===== src/rtl/arith_cmd_driver.sv =====
// Initiator for the registered arithmetic unit: command in, operand/enable out, result back out.
// Optional response statistics counters are built when ARITH_DRV_STATS_EN is defined.
module arith_cmd_driver #(
   parameter int unsigned IN_WIDTH  = 16,
   parameter int unsigned OUT_WIDTH = 16,
   parameter int unsigned TIMEOUT   = 8
) (
   input  logic                 CLK,
   input  logic                 RST,
   input  logic                 cmd_valid,
   output logic                 cmd_ready,
   input  logic [IN_WIDTH-1:0]  cmd_a,
   input  logic [IN_WIDTH-1:0]  cmd_b,
   input  logic [1:0]           cmd_op,
   output logic [IN_WIDTH-1:0]  alu_a,
   output logic [IN_WIDTH-1:0]  alu_b,
   output logic [1:0]           alu_op,
   output logic                 alu_enable,
   input  logic [OUT_WIDTH-1:0] alu_out,
   input  logic                 alu_carry,
   input  logic                 alu_flag,
   output logic                 rsp_valid,
   input  logic                 rsp_ready,
   output logic [OUT_WIDTH-1:0] rsp_data,
   output logic                 rsp_carry,
   output logic                 rsp_err,
   output logic [15:0]          op_count,
   output logic [15:0]          err_count
);

   localparam int unsigned CNT_W   = 8;
   localparam int unsigned STAT_W  = 16;
   localparam logic [1:0]  OP_DIV  = 2'b11;
   localparam logic [CNT_W-1:0] CNT_LAST = CNT_W'(TIMEOUT - 1);

   typedef enum logic [1:0] {
      S_IDLE  = 2'd0,
      S_ISSUE = 2'd1,
      S_WAIT  = 2'd2,
      S_RESP  = 2'd3
   } state_t;

   state_t               r_state, w_state_nxt;
   logic                 r_cmd_ready, w_cmd_ready_nxt;
   logic [IN_WIDTH-1:0]  r_alu_a, w_alu_a_nxt;
   logic [IN_WIDTH-1:0]  r_alu_b, w_alu_b_nxt;
   logic [1:0]           r_alu_op, w_alu_op_nxt;
   logic                 r_alu_enable, w_alu_enable_nxt;
   logic                 r_rsp_valid, w_rsp_valid_nxt;
   logic [OUT_WIDTH-1:0] r_rsp_data, w_rsp_data_nxt;
   logic                 r_rsp_carry, w_rsp_carry_nxt;
   logic                 r_rsp_err, w_rsp_err_nxt;
   logic [CNT_W-1:0]     r_cnt, w_cnt_nxt;
   logic                 r_dbz, w_dbz_nxt;

   // State and registered outputs
   always_ff @(posedge CLK or negedge RST) begin
      if (!RST) begin
         r_state      <= S_IDLE;
         r_cmd_ready  <= 1'b1;
         r_alu_a      <= '0;
         r_alu_b      <= '0;
         r_alu_op     <= '0;
         r_alu_enable <= 1'b0;
         r_rsp_valid  <= 1'b0;
         r_rsp_data   <= '0;
         r_rsp_carry  <= 1'b0;
         r_rsp_err    <= 1'b0;
         r_cnt        <= '0;
         r_dbz        <= 1'b0;
      end else begin
         r_state      <= w_state_nxt;
         r_cmd_ready  <= w_cmd_ready_nxt;
         r_alu_a      <= w_alu_a_nxt;
         r_alu_b      <= w_alu_b_nxt;
         r_alu_op     <= w_alu_op_nxt;
         r_alu_enable <= w_alu_enable_nxt;
         r_rsp_valid  <= w_rsp_valid_nxt;
         r_rsp_data   <= w_rsp_data_nxt;
         r_rsp_carry  <= w_rsp_carry_nxt;
         r_rsp_err    <= w_rsp_err_nxt;
         r_cnt        <= w_cnt_nxt;
         r_dbz        <= w_dbz_nxt;
      end
   end

   // Next state and next output values
   always_comb begin
      w_state_nxt      = r_state;
      w_alu_a_nxt      = r_alu_a;
      w_alu_b_nxt      = r_alu_b;
      w_alu_op_nxt     = r_alu_op;
      w_alu_enable_nxt = 1'b0;
      w_rsp_data_nxt   = r_rsp_data;
      w_rsp_carry_nxt  = r_rsp_carry;
      w_rsp_err_nxt    = r_rsp_err;
      w_cnt_nxt        = r_cnt;
      w_dbz_nxt        = r_dbz;

      unique case (r_state)
         S_IDLE: begin
            if (cmd_valid) begin
               w_alu_a_nxt  = cmd_a;
               w_alu_b_nxt  = cmd_b;
               w_alu_op_nxt = cmd_op;
               // Screened divides spend their ISSUE cycle with the unit left idle
               w_dbz_nxt        = (cmd_op == OP_DIV) && (cmd_b == '0);
               w_alu_enable_nxt = !w_dbz_nxt;
               w_state_nxt      = S_ISSUE;
            end
         end
         S_ISSUE: begin
            w_cnt_nxt = '0;
            if (r_dbz) begin
               w_rsp_data_nxt  = '1;
               w_rsp_carry_nxt = 1'b0;
               w_rsp_err_nxt   = 1'b1;
               w_dbz_nxt       = 1'b0;
               w_state_nxt     = S_RESP;
            end else begin
               w_state_nxt = S_WAIT;
            end
         end
         S_WAIT: begin
            if (alu_flag) begin
               w_rsp_data_nxt  = alu_out;
               w_rsp_carry_nxt = alu_carry;
               w_rsp_err_nxt   = 1'b0;
               w_state_nxt     = S_RESP;
            end else if (r_cnt == CNT_LAST) begin
               w_rsp_data_nxt  = '0;
               w_rsp_carry_nxt = 1'b0;
               w_rsp_err_nxt   = 1'b1;
               w_state_nxt     = S_RESP;
            end else begin
               w_cnt_nxt = r_cnt + CNT_W'(1);
            end
         end
         S_RESP: begin
            if (rsp_ready) begin
               w_state_nxt = S_IDLE;
            end
         end
         default: w_state_nxt = S_IDLE;
      endcase

      w_cmd_ready_nxt = (w_state_nxt == S_IDLE);
      w_rsp_valid_nxt = (w_state_nxt == S_RESP);
   end

   assign cmd_ready  = r_cmd_ready;
   assign alu_a      = r_alu_a;
   assign alu_b      = r_alu_b;
   assign alu_op     = r_alu_op;
   assign alu_enable = r_alu_enable;
   assign rsp_valid  = r_rsp_valid;
   assign rsp_data   = r_rsp_data;
   assign rsp_carry  = r_rsp_carry;
   assign rsp_err    = r_rsp_err;

`ifdef ARITH_DRV_STATS_EN
   logic              w_rsp_hs;
   logic [STAT_W-1:0] r_op_count;
   logic [STAT_W-1:0] r_err_count;

   assign w_rsp_hs = r_rsp_valid && rsp_ready;

   // Saturating response statistics
   always_ff @(posedge CLK or negedge RST) begin
      if (!RST) begin
         r_op_count  <= '0;
         r_err_count <= '0;
      end else if (w_rsp_hs) begin
         if (r_op_count != '1) begin
            r_op_count <= r_op_count + STAT_W'(1);
         end
         if (r_rsp_err && (r_err_count != '1)) begin
            r_err_count <= r_err_count + STAT_W'(1);
         end
      end
   end

   assign op_count  = r_op_count;
   assign err_count = r_err_count;
`else
   assign op_count  = STAT_W'(0);
   assign err_count = STAT_W'(0);
`endif

endmodule


===== config.mk =====
export PLATFORM = sky130hd
export DESIGN_NAME = arith_cmd_driver
export DESIGN_NICKNAME = d
export VERILOG_FILES = /design/src/rtl/arith_cmd_driver.sv
export SDC_FILE = /design/constraint.sdc
export NUM_CORES = 1
export LEC_CHECK = 0
export ABC_AREA = 1
export CAP_MARGIN = 20
export CORE_MARGIN = 2
export CORE_UTILIZATION = 38
export DETAILED_ROUTE_END_ITERATION = 10
export PLACE_DENSITY = 0.76
export SLEW_MARGIN = 5
export SYNTH_ARGS = -nofsm -noshare
export SYNTH_HDL_FRONTEND = slang
export SYNTH_SLANG_ARGS = --single-unit

===== constraint.sdc =====
create_clock -name CLK -period 1.4 [get_ports CLK]
set_input_delay 0.21 -clock CLK [delete_from_list [all_inputs] [get_ports CLK]]
set_output_delay 0.21 -clock CLK [all_outputs]
set_load 0.02 [all_outputs]

==> impl_metrics.env <==
export IMPL_fp_dieW_um=96.26
export IMPL_grt_use_met3_pct=7.674
export IMPL_grt_max_degree=28
export IMPL_grt_pass1_vias=2536
export IMPL_hold_path_class="input pin to async pin"
export IMPL_worst_r2r_setup_slack_ps=-40
export IMPL_start_kind="register"
export IMPL_syn_area_um2=3234
export IMPL_dr_pass1_iters=4
export IMPL_initial_core_util_pct=39.36
export IMPL_stdcell_area_um2=5027
export IMPL_vias=2730
export IMPL_drive_gt1_share_pct=30.42
export IMPL_numCtsBuffers=9
export IMPL_multi_input_area_um2=1473
export IMPL_timing_fmax_mhz=696.3
export IMPL_p_sw_w=0.004472
export IMPL_use_met1_pct=18.99
export IMPL_coreArea_um2=8217
export IMPL_dp_cells=555
export IMPL_die_h_um=96.26
export IMPL_rsz0062_at_grt="yes"
export IMPL_cp_max_fo=6
export IMPL_hold_violations=0
export IMPL_grt_busiest_layer="met2"
export IMPL_final_cells=585
export IMPL_avgRoutedWirePerCell_um=13.64
export IMPL_grt_util_all_layers_pct=16.06
export IMPL_layout_common_cells="dfrtp_1, clkdlybuf4s50_1, dlygate4sd2_1, nand2_1, conb_1"
export IMPL_place_area_um2=4517
export IMPL_ant_nets=0
export IMPL_postLayoutSetupSlackWorst_ps=-36.19
export IMPL_fillers=700
export IMPL_timing_rr_end="rsp_data[2]"
export IMPL_cts_clk_slew_worst_paths_ps=70
export IMPL_wl_um=7980
export IMPL_reg2reg_from="r_state[0]"
export IMPL_p_leak_nw=2.446
export IMPL_seq_power_share_pct=30.2
export IMPL_clkPwrFrac_pct=14.3
export IMPL_antenna_found_initial=0
export IMPL_cts_sinks=66
export IMPL_io_pins=143
export IMPL_clock_skew_ps=11.91
export IMPL_place_gp_congestion=0.7850
export IMPL_vdd_drop_max_mv=1.340
export IMPL_design_die_area_um2=9265
export IMPL_regArea_um2=1653
export IMPL_ys_warn_count=0
export IMPL_p_int_w=0.006322
export IMPL_syn_avg_cell_area_um2=9.921
export IMPL_path_class="register to register"
export IMPL_avgViaCountPerCell=4.667
export IMPL_clkLatencyLatePin_ps=350
export IMPL_synth_cell_types=27
export IMPL_power_density_nw_per_um2=2147
export IMPL_p_total_w=0.01079
export IMPL_swShare_pct=41.43
export IMPL_reg2reg_depth=8
export IMPL_antenna_cells=0
export IMPL_period_needed_ps=1436
export IMPL_final_common_cell="dfrtp_1"
export IMPL_gr_usage_met2_pct=25.69
export IMPL_rows=33
export IMPL_status="complete, but fails checks"
export IMPL_post_route_period_util_pct=102.6
export IMPL_drv_slew=0
export IMPL_overflow=0
export IMPL_place_hpwl_um=5484
export IMPL_ys_seq_elements=66
export IMPL_arrival_ps=1670
export IMPL_violations="negative setup slack"
export IMPL_ctsHtreeMaxLevel=3
export IMPL_cts_root_buf="clkbuf_8"
export IMPL_clockBufferDepth=2
export IMPL_remaining_drc_errors=0
export IMPL_cp_required_ps=1630
export IMPL_cp_end_kind="register"
export IMPL_grt_pass1_wl_um=11340
export IMPL_yosysSeqAreaShare_pct=51.10
export IMPL_setup_viol=36
export IMPL_final_nets=536
export IMPL_drt_iter0_drc=57
export IMPL_cts_tree="built"
export IMPL_drv_cap=0
export IMPL_area_growth_pct=55.44
export IMPL_p_comb_share_pct=55.4
export IMPL_netlist_instances=326
export IMPL_port_buffers=110
## synthesized netlist by cell type (all sizes together)
| master | count | share of area [%] |
|---|---|---|
| dfrtp | 65 | 50 |
| nand2 | 64 | 7.9 |
| buf | 42 | 10 |
| o21ai | 37 | 7.9 |
| inv | 26 | 3.0 |
| mux2 | 24 | 8.4 |
| a21oi | 19 | 2.9 |
| nand3 | 15 | 2.5 |
| nor2 | 12 | 1.4 |
| ha | 5 | 1.9 |
| nand4 | 5 | 0.97 |
| clkbuf | 3 | 0.35 |
| o21bai | 3 | 0.70 |
| nor3 | 2 | 0.31 |
| a31oi | 1 | 0.19 |
| conb | 1 | 0.12 |
| dfstp | 1 | 0.81 |
| or2 | 1 | 0.19 |
## flip-flops by register name (all words and copies together) (netlist names), 2 cells and up
signal	cells
r_state	2
r_cnt	8
alu_op	2
alu_b	16
alu_a	16
rsp_data	16
## power by group through the flow
stage	Clock [W]	Sequential (W)	Combinational (W)
finish	0.00155	0.00326	0.00598
detailed placement	0	0.00322	0.00557
global placement	0	0.00321	0.00546
CTS	0.00158	0.00317	0.00521
global route	0.00168	0.00336	0.00642
floorplan	0	0.00419	0.00226
## routing by layer
layer / part of all wire (%) / routed length (µm)
met1: 40 / 3163
met2: 50 / 3970
met3: 9.2 / 736
met4: 1.4 / 110
met5: 0 / 0
## kinds of logic after synthesis
logic type | after synthesis | share of synthesized area [%]
AO/OA/AOI/OAI | 60 | 11.76
adder cells (fa/ha/maj) | 5 | 1.934
buffers and inverters | 71 | 13.50
flip-flops | 66 | 51.10
multiplexers | 24 | 8.356
other | 1 | 0.1159
AND/OR/NAND/NOR | 99 | 13.23
## per-stage QoR
stage / TNS (ps) / hold WS (ps) / setup slack [ps] / utilization [%]
2_1_floorplan: 0 / -85.59 / 5.174 / -
3_3_place_gp: -543.9 / 165.5 / -30.21 / 54.97
3_5_place_dp: -1652 / 169.6 / -69.80 / 54.97
4_1_cts: -53.82 / 331.5 / -16.40 / 57.21
5_1_grt: -4646 / 352.1 / -116.8 / 61.18
6_report: -631.0 / 326.2 / -36.19 / 61.18
## layout make-up
type | instances | share of cell area (%)
Sequential cell | 66 | 32.88
Inverter | 26 | 1.941
Multi-Input combinational cell | 221 | 29.29
Clock inverter | 5 | 1.070
Timing Repair Buffer | 151 | 29.59
Tap cell | 105 | 2.613
Clock buffer | 11 | 2.613
## how the worst max path moves through the flow
stage | start | to | slack, ps | depth (start not counted)
3_3_place_gp | alu_flag | rsp_err | -30 | 7
4_1_cts | r_state[0] | rsp_data[1] | -20 | 8
5_1_grt | r_state[0] | r_cnt[2] | -120 | 7
2_1_floorplan | r_state[0] | r_cnt[6] | 5 | 8
6_report | r_state[0] | rsp_data[2] | -40 | 8
3_5_place_dp | r_state[1] | cmd_ready | -70 | 8
## critical path, cell delays in order (launching register included)
cell and delay, ps:
dfrtp_1 410, inv_2 110, ha_4 150, inv_2 60, o21ai_4 200, nand2_8 120, clkbuf_16 180, nand2_4 50
o21ai_2 40
## timing repair
action | in CTS | in global routing
buffers inserted | 1 | 6
pin swaps | 3 | 11
gates resized for setup | 71 | 49
cloned | 0 | 6
endpoints found under the setup margin | 87 | 63
hold buffers | 1 | 0
hold endpoints to repair | 13 | 0
(Power assumes the default switching activity.)
